## src/rtl/icache_pkg.sv

```systemverilog
// Shared types and constants for the instruction-cache fetch controller.
package icache_pkg;

  // The state names the owner of the response that is due in the current cycle.
  typedef enum logic [1:0] {
    StIdle,
    StIfResp,
    StDbgResp,
    StIfHold
  } fetch_state_e;

  localparam int unsigned DBG_MAX_WAIT_DEFAULT = 8;

  localparam logic REQ_ID_IF  = 1'b0;
  localparam logic REQ_ID_DBG = 1'b1;

endpackage

```

## src/rtl/icache_arb.sv

```systemverilog
// Fetch/debug arbiter: fetch has priority, and debug wins once it has waited DBG_MAX_WAIT cycles.
module icache_arb
  import icache_pkg::*;
#(
  parameter int unsigned DBG_MAX_WAIT = DBG_MAX_WAIT_DEFAULT
) (
  input  logic clk,
  input  logic reset,
  input  logic if_req,
  input  logic dbg_req,
  input  logic flush,
  input  logic block,
  output logic gnt_valid,
  output logic gnt_id
);

  localparam int unsigned CntW = (DBG_MAX_WAIT < 1) ? 1 : $clog2(DBG_MAX_WAIT + 1);
  localparam logic [CntW-1:0] MaxWait = CntW'(DBG_MAX_WAIT);

  logic [CntW-1:0] wait_cnt_q, wait_cnt_d;
  logic            dbg_win, if_gnt, dbg_gnt;

  // flush only masks the fetch grant; the debug decision is computed without it
  always_comb begin
    dbg_win    = dbg_req && (wait_cnt_q >= MaxWait);
    dbg_gnt    = reset && !block && dbg_req && (dbg_win || !if_req);
    if_gnt     = reset && !block && if_req && !dbg_win && !flush;
    gnt_valid  = if_gnt || dbg_gnt;
    gnt_id     = dbg_gnt ? REQ_ID_DBG : REQ_ID_IF;
    wait_cnt_d = '0;
    if (dbg_req && !dbg_gnt) begin
      wait_cnt_d = (wait_cnt_q == MaxWait) ? wait_cnt_q : wait_cnt_q + 1'b1;
    end
  end

  always_ff @(posedge clk or negedge reset) begin
    if (!reset) begin
      wait_cnt_q <= '0;
    end else begin
      wait_cnt_q <= wait_cnt_d;
    end
  end

endmodule

```

## src/rtl/icache_fetch_ctrl.sv

```systemverilog
// Instruction-cache fetch controller arbitrating the fetch stage and a debug read port.
// Optional performance counters are enabled by defining ICACHE_FETCH_CTRL_PERF_EN.
module icache_fetch_ctrl
  import icache_pkg::*;
#(
  parameter int unsigned ADDR_WIDTH   = 32,
  parameter int unsigned DATA_WIDTH   = 32,
  parameter int unsigned DBG_MAX_WAIT = DBG_MAX_WAIT_DEFAULT
) (
  input  logic                  clk,
  input  logic                  reset,
  input  logic                  if_req,
  input  logic [ADDR_WIDTH-1:0] if_addr,
  output logic                  if_gnt,
  output logic                  if_rvalid,
  output logic [DATA_WIDTH-1:0] if_rdata,
  input  logic                  if_ready,
  input  logic                  dbg_req,
  input  logic [ADDR_WIDTH-1:0] dbg_addr,
  output logic                  dbg_gnt,
  output logic                  dbg_rvalid,
  output logic [DATA_WIDTH-1:0] dbg_rdata,
  input  logic                  flush,
  output logic                  ic_enable,
  output logic [ADDR_WIDTH-1:0] ic_addr,
  input  logic [DATA_WIDTH-1:0] ic_data,
`ifdef ICACHE_FETCH_CTRL_PERF_EN
  output logic [31:0]           perf_if_fetches,
  output logic [31:0]           perf_dbg_reads,
  output logic [31:0]           perf_stall_cycles,
`endif
  output logic                  busy
);

  localparam logic [ADDR_WIDTH-1:0] WordMask = ~ADDR_WIDTH'(3);

  fetch_state_e          state_q;
  logic [DATA_WIDTH-1:0] hold_q;
  logic                  if_resp, arb_block, gnt_valid, gnt_id;

  icache_arb #(
    .DBG_MAX_WAIT(DBG_MAX_WAIT)
  ) u_arb (
    .clk      (clk),
    .reset    (reset),
    .if_req   (if_req),
    .dbg_req  (dbg_req),
    .flush    (flush),
    .block    (arb_block),
    .gnt_valid(gnt_valid),
    .gnt_id   (gnt_id)
  );

  // An unaccepted fetch response blocks new grants so it cannot be overtaken.
  always_comb begin
    if_resp    = (state_q == StIfResp) || (state_q == StIfHold);
    arb_block  = if_resp && !if_ready;
    if_gnt     = gnt_valid && (gnt_id == REQ_ID_IF);
    dbg_gnt    = gnt_valid && (gnt_id == REQ_ID_DBG);
    ic_enable  = gnt_valid;
    ic_addr    = '0;
    if (gnt_valid) begin
      ic_addr = (dbg_gnt ? dbg_addr : if_addr) & WordMask;
    end
    if_rvalid  = if_resp && !flush;
    if_rdata   = '0;
    if (if_rvalid) begin
      if_rdata = (state_q == StIfHold) ? hold_q : ic_data;
    end
    dbg_rvalid = (state_q == StDbgResp);
    dbg_rdata  = dbg_rvalid ? ic_data : '0;
    busy       = (state_q != StIdle);
  end

  always_ff @(posedge clk or negedge reset) begin
    if (!reset) begin
      state_q <= StIdle;
      hold_q  <= '0;
    end else begin
      if (dbg_gnt) begin
        state_q <= StDbgResp;
      end else if (if_gnt) begin
        state_q <= StIfResp;
      end else if (if_resp && !if_ready && !flush) begin
        state_q <= StIfHold;
      end else begin
        state_q <= StIdle;
      end
      if (state_q == StIfResp && !if_ready && !flush) begin
        hold_q <= ic_data;
      end else if (state_q == StIfHold && (if_ready || flush)) begin
        hold_q <= '0;
      end
    end
  end

`ifdef ICACHE_FETCH_CTRL_PERF_EN
  always_ff @(posedge clk or negedge reset) begin
    if (!reset) begin
      perf_if_fetches   <= '0;
      perf_dbg_reads    <= '0;
      perf_stall_cycles <= '0;
    end else begin
      if (if_gnt) perf_if_fetches <= perf_if_fetches + 32'd1;
      if (dbg_gnt) perf_dbg_reads <= perf_dbg_reads + 32'd1;
      if (state_q == StIfHold && !if_ready) perf_stall_cycles <= perf_stall_cycles + 32'd1;
    end
  end
`endif

endmodule

```

## config.mk

```make
export PLATFORM = sky130hd
export DESIGN_NAME = icache_fetch_ctrl
export DESIGN_NICKNAME = d
export VERILOG_FILES = /design/src/rtl/icache_pkg.sv /design/src/rtl/icache_arb.sv /design/src/rtl/icache_fetch_ctrl.sv
export SDC_FILE = /design/constraint.sdc
export NUM_CORES = 1
export LEC_CHECK = 0
export BUFFER_PORTS_ARGS = -buffer_cell sky130_fd_sc_hd__buf_2
export CORE_ASPECT_RATIO = 0.6
export CORE_MARGIN = 4
export CORE_UTILIZATION = 39
export CTS_CLUSTER_DIAMETER = 200
export DETAILED_ROUTE_END_ITERATION = 16
export GPL_TIMING_DRIVEN = 0
export PLACE_DENSITY = 0.8
export SLEW_MARGIN = 20
export SYNTH_ARGS = -nofsm -noshare
export SYNTH_HDL_FRONTEND = slang
export SYNTH_SLANG_ARGS = --single-unit
```

## constraint.sdc

```tcl
create_clock -name clk -period 1.9 [get_ports clk]
set_clock_uncertainty 0.1 [all_clocks]
set_input_delay 0.285 -clock clk [delete_from_list [all_inputs] [get_ports clk]]
set_output_delay 0.285 -clock clk [all_outputs]
set_load 0.02 [all_outputs]
```

== Word-level counts from Yosys, hierarchy flattened ==
Cells that the tools add are included.

* $lt $le $gt $ge: 1
* Multiplexer cells: 13
* Add/sub/neg operators: 1
* Equal/unequal tests: 5
* Reductions and logical operators: 28
* Bitwise gates (word level): 1

{| class="wikitable"
|+ Operators by type and width
! operator !! count
|-
| $mux 32 || 7
|-
| $logic_and 1x1->1 || 16
|-
| $mux 4 || 2
|-
| $logic_not 1->1 || 6
|-
| $mux 2 || 3
|-
| $add 4x1->4 const B || 1
|-
| $eq 2x2->1 const B || 2
|-
| $eq 4x4->1 const B || 1
|-
| $ge 4x4->1 const B || 1
|-
| $logic_or 1x1->1 || 4
|-
| $reduce_bool 2->1 || 2
|-
| $eq 2x1->1 const B || 1
|-
| $ne 2x2->1 const B || 1
|-
| $mux 1 || 1
|-
| $not 1->1 || 1
|}

* Word-level logic and storage cells: 52
* Bits of input ports: 102
* Output and inout port bits: 102
* Register bits after elaboration: 38

== Logic depth before layout (Yosys ltp) ==
* Depth in word-level cells: 12
* Depth in mapped cells: 5
* Depth with buffers taken out: 5

== Modules after synthesis ==
Synthesis repeated with hierarchy kept, for this count alone.

* Cell total of the unflattened synthesis: 329
* Area total of the unflattened synthesis: 3108.0 um2

{| class="wikitable"
|+ Modules (own cells, without submodules)
! module !! area each (um2) !! cells each !! times used !! sequential area each (um2)
|-
| icache_fetch_ctrl || 2840.2 || 302 || 1 || 850.8
|-
| icache_arb || 267.8 || 27 || 1 || 100.1
|}

== Worst setup path after synthesis ==
OpenSTA, ideal clock, no wires.

* Path kind: register to output
* Start point: register state_q[1]
* End point: output dbg_rdata[22]
* Path buffers: 2
* Arrival time: 1.410 ns
* Stages on the path, launching flop included: 5
* Slack: 0.105 ns
* Data required time: 1.515 ns
* Cells stage by stage: dfrtp_1 > buf_2 > nor2b_1 > clkbuf_1 > and2_1

* Cells in the longest elaborated chain, start to end: 2

{| class="wikitable"
|+ RTL lines
! item !! RTL line !! text
|-
| start, declared || icache_fetch_ctrl.sv:37 || <nowiki>fetch_state_e state_q;</nowiki>
|-
| start signal, assigned || icache_fetch_ctrl.sv:77 || <nowiki>state_q <= StIdle;</nowiki>
|-
| start signal, assigned || icache_fetch_ctrl.sv:81 || <nowiki>state_q <= StDbgResp;</nowiki>
|-
| start signal, assigned || icache_fetch_ctrl.sv:83 || <nowiki>state_q <= StIfResp;</nowiki>
|-
| $eq 2x2->1 || icache_fetch_ctrl.sv:70 || <nowiki>dbg_rvalid = (state_q == StDbgResp);</nowiki>
|-
| named net dbg_rvalid || icache_fetch_ctrl.sv:21 || <nowiki>output logic dbg_rvalid,</nowiki>
|-
| $mux 32 || icache_fetch_ctrl.sv:71 || <nowiki>dbg_rdata = dbg_rvalid ? ic_data : '0;</nowiki>
|-
| end, declared || icache_fetch_ctrl.sv:22 || <nowiki>output logic [DATA_WIDTH-1:0] dbg_rdata,</nowiki>
|}

The timed path passes the listed nets, and every way through them passes these cells.

== Worst setup path in the final report ==
* Start point: register u_arb.wait_cnt_q[3]
* End point: output ic_addr[15]

* Cells in the longest elaborated chain, start to end: 9
* Elaborated cells between the ends (all ways): 12
* Those cells by class: order compare: 1; mux: 3; reduce/logical: 8

{| class="wikitable"
|+ RTL lines
! item !! RTL line !! text
|-
| start, declared || icache_arb.sv:20 || <nowiki>logic [CntW-1:0] wait_cnt_q, wait_cnt_d;</nowiki>
|-
| start signal, assigned || icache_arb.sv:40 || <nowiki>wait_cnt_q <= wait_cnt_d;</nowiki>
|-
| $ge 4x4->1 (*) || icache_arb.sv:25 || <nowiki>dbg_win = dbg_req && (wait_cnt_q >= MaxWait);</nowiki>
|-
| $logic_and 1x1->1 (*) || icache_arb.sv:25 ||
|-
| $logic_not 1->1 || icache_arb.sv:27 || <nowiki>if_gnt = reset && !block && if_req && !dbg_win && !flush;</nowiki>
|-
| $logic_and 1x1->1 (2 in a row) || icache_arb.sv:27 ||
|-
| $logic_or 1x1->1 || icache_arb.sv:28 || <nowiki>gnt_valid = if_gnt || dbg_gnt;</nowiki>
|-
| $logic_and 1x1->1 || icache_fetch_ctrl.sv:59 || <nowiki>dbg_gnt = gnt_valid && (gnt_id == REQ_ID_DBG);</nowiki>
|-
| $mux 32 || icache_fetch_ctrl.sv:63 || <nowiki>ic_addr = (dbg_gnt ? dbg_addr : if_addr) & WordMask;</nowiki>
|-
| $mux 32 (*) || icache_fetch_ctrl.sv:62 || <nowiki>if (gnt_valid) begin</nowiki>
|-
| end, declared || icache_fetch_ctrl.sv:25 || <nowiki>output logic [ADDR_WIDTH-1:0] ic_addr,</nowiki>
|}

Every way passes the cells marked *; elsewhere a longest branch is shown, timed or not.

==> results.json <==
{
  "root_buffer": "clkbuf_8",
  "yosysTopAreaCellShare": 0.380,
  "antenna_found_initial": 0,
  "cp_num_buf_inv": 3,
  "hold_violations": 0,
  "timing.final.ws_setup_ps": -122,
  "nFillCells": 473,
  "outcome": "complete, but fails checks",
  "grt_max_degree": 39,
  "finalSetupViolCount": 76,
  "ir_drop_mv": 0.334,
  "place.gp.congestion": 0.810,
  "min-delay-start": "ic_data[11]",
  "ys_seq_area_frac": 0.380,
  "synth_edf_count": 0,
  "layout-drive-gt1-share": 0.595,
  "synth_fa_ha_area_frac": 0.0100,
  "grt_pass1_wl_um": 15800,
  "muxShareOfSynthArea": 0.132,
  "cp_cell_sequence": "o2111a_1 > buf_6 > buf_8 > a22o_1 > buf_6",
  "gr-total-overflow": 0,
  "synth-simple-area-share": 0.177,
  "drt_iter0_drc": 204,
  "period_needed_ps": 2020,
  "routed-via-count": 2921,
  "synth.distinct_cells": 26,
  "clkTransAtPathRegs_ps": 80,
  "fmax_mhz": 495,
  "core_mm2": 0.00617,
  "critPathSlowestCell": "dfrtp_1",
  "cts_tree": "yes",
  "ys_warn_count": 0,
  "violations": "setup timing",
  "crit_start": "u_arb.wait_cnt_q[3]",
  "cap_violations": 0,
  "ys_ff_latch": 38,
  "clkLatencyLatePin_ps": 280,
  "fin_util": 0.726,
  "worst_ep_arrival_time_ps": 1640,
  "p_per_area_mw_per_mm2": 585,
  "crit_path_start_kind": "flip-flop",
  "wl_per_cell_um": 18.0,
  "synth_top_family_by_area": "compound AO/OA/AOI/OAI gates",
  "io_buffers": 197,
  "p_leak_nw": 2.41,
  "synth_most_common_cell": "a22o_1",
  "ios": 204,
  "async_flop_share": 1.00,
  "worstPathRequired_ps": 1510,
  "die_y_um": 70.1,
  "crit_fanout": 10,
  "synthXorXnorAreaFrac": 0.0105,
  "avgSynthCellArea_um2": 9.86,
  "rsz0062_at_grt": "true",
  "diodes": 0,
  "fin_nets": 577,
  "grt_usage": 0.245,
  "die_width_um": 111,
  "h-tree-depth": 2,
  "first_pass_iters": 4,
  "wirelength_um": 10100,
  "area_delta_synth_final_pct": 78.8,
  "rr_startpoint": "state_q[1]",
  "end_kind": "output port",
  "cp_common_cell": "buf_6",
  "worstSetupPathType": "flip-flop to output port",
  "vias_per_cell": 5.23,
  "syn-instance-count": 254,
  "synth_compound_gate_area_share": 0.231,
  "grt_pass1_vias": 3115,
  "synth_common_cells": "a22o_1 (62), dfrtp_1 (38), mux2i_1 (33), nor2_1 (33), and2_1 (32)",
  "slowest_delay_ps": 420,
  "hpwl_um": 6610,
  "cts.sinks": 38,
  "drv_slew": 0,
  "clock_path_buffers": 2,
  "synth_area_leaders": "dfrtp_1 (38%), a22o_1 (22%), mux2i_1 (13%), and2_1 (8.0%), nor2_1 (4.9%)",
  "start_util": 0.406,
  "row_count": 22,
  "path_delay_family": "compound AO/OA/AOI/OAI gates",
  "syn_area_mm2": 0.00250,
  "min_period_over_period": 1.06,
  "synthFlopType": "dfrtp_1",
  "hold_path_class": "input pin to flip-flop",
  "die_area_mm2": 0.00781,
  "drc": 0,
  "yosys.area.top_type": "dfrtp_1",
  "dp_slack_ps": -653,
  "drtAntennaViolNets": 0,
  "cts-buffers-inserted": 5
}
-- layout by cell type, fill, tap and decap left out, types with 3 or more instances in the layout --
cell type,instances
nor2_1,33
buf_8,7
clkbuf_2,3
and2_4,30
inv_1,4
mux2i_1,33
dfrtp_1,37
clkbuf_8,6
buf_4,17
nor3b_1,3
a22o_1,61
buf_6,68
buf_2,138
-- routing by layer --
layer	vias up	GRT usage	share of wire
li1	1354	-	-
met1	1447	0.318	0.44
met2	106	0.422	0.49
met3	14	0.0494	0.059
met4	0	0.0580	0.014
met5	-	0	0
-- final cells by class --
cell class / count / area (µm²) / area share
well taps: 84 / 105 / 0.0235
flip-flops and latches: 38 / 952 / 0.213
clock inverters: 2 / 12.5 / 0.00279
repair buffers: 213 / 1580 / 0.353
clock buffers: 6 / 82.6 / 0.0184
plain buffers: 25 / 225 / 0.0503
multi-input cells: 186 / 1510 / 0.336
inverters: 4 / 15.0 / 0.00335
-- report_power, final --
part | switching [mW] | internal (mW) | total, mW
registers | 0.110 | 0.984 | 1.09
clock network | 0.297 | 0.292 | 0.589
logic | 0.424 | 0.512 | 0.935
total | 0.831 | 1.79 | 2.62
-- timing repair --
item | in CTS | in global routing
cloned | 1 | 2
hold endpoints to repair | 38 | 0
hold buffers | 2 | 0
pin swaps | 23 | 10
setup buffers | 8 | 3
setup endpoints to repair | 97 | 99
resized for setup | 158 | 45
-- sequential cells by signal, indices dropped and copies added (netlist names) --
| signal | count |
|---|---|
| state_q | 2 |
| hold_q | 32 |
| u_arb.wait_cnt_q | 4 |
-- worst reg2reg max path, cell delays in order, from the launching register on --
cell and delay [ps]:
dfrtp_1 380, buf_6 140, nor4b_4 410, nor2_1 170, buf_2 220, a22o_1 210
-- cell families after synthesis --
family	after synthesis
AO/OA/AOI/OAI	66
XOR/XNOR	3
adder cells (fa/ha/maj)	2
buffers and inverters	31
flip-flops	38
multiplexers	33
other	1
AND/OR/NAND/NOR	80
-- path summary, 6_finish.rpt --
path | depth (start not counted) | end | slack [ps]
worst max register to register | 5 | hold_q[16] | 140
worst min register to register | 1 | hold_q[24] | 410
worst min-delay path | 2 | hold_q[11] | 150
min in group asynchronous | 3 | hold_q[10] | 460
max in group asynchronous | 3 | state_q[0] | 1030
worst max-delay path | 5 | ic_addr[15] | -120
-- metrics by stage --
stage	hold slack [ps]	TNS (ps)	instance area, µm²	cells	power, mW
after floorplan	-111	0	2510	255	1.53
after CTS	139	-2870	4260	553	2.55
after detailed placement	362	-24090	3600	536	1.83
final	147	-3230	4480	558	2.62
after global placement	337	-21140	3600	536	1.81
after global routing	144	-10170	4480	558	2.76
Note: power is estimated with default switching activity, not from simulation.
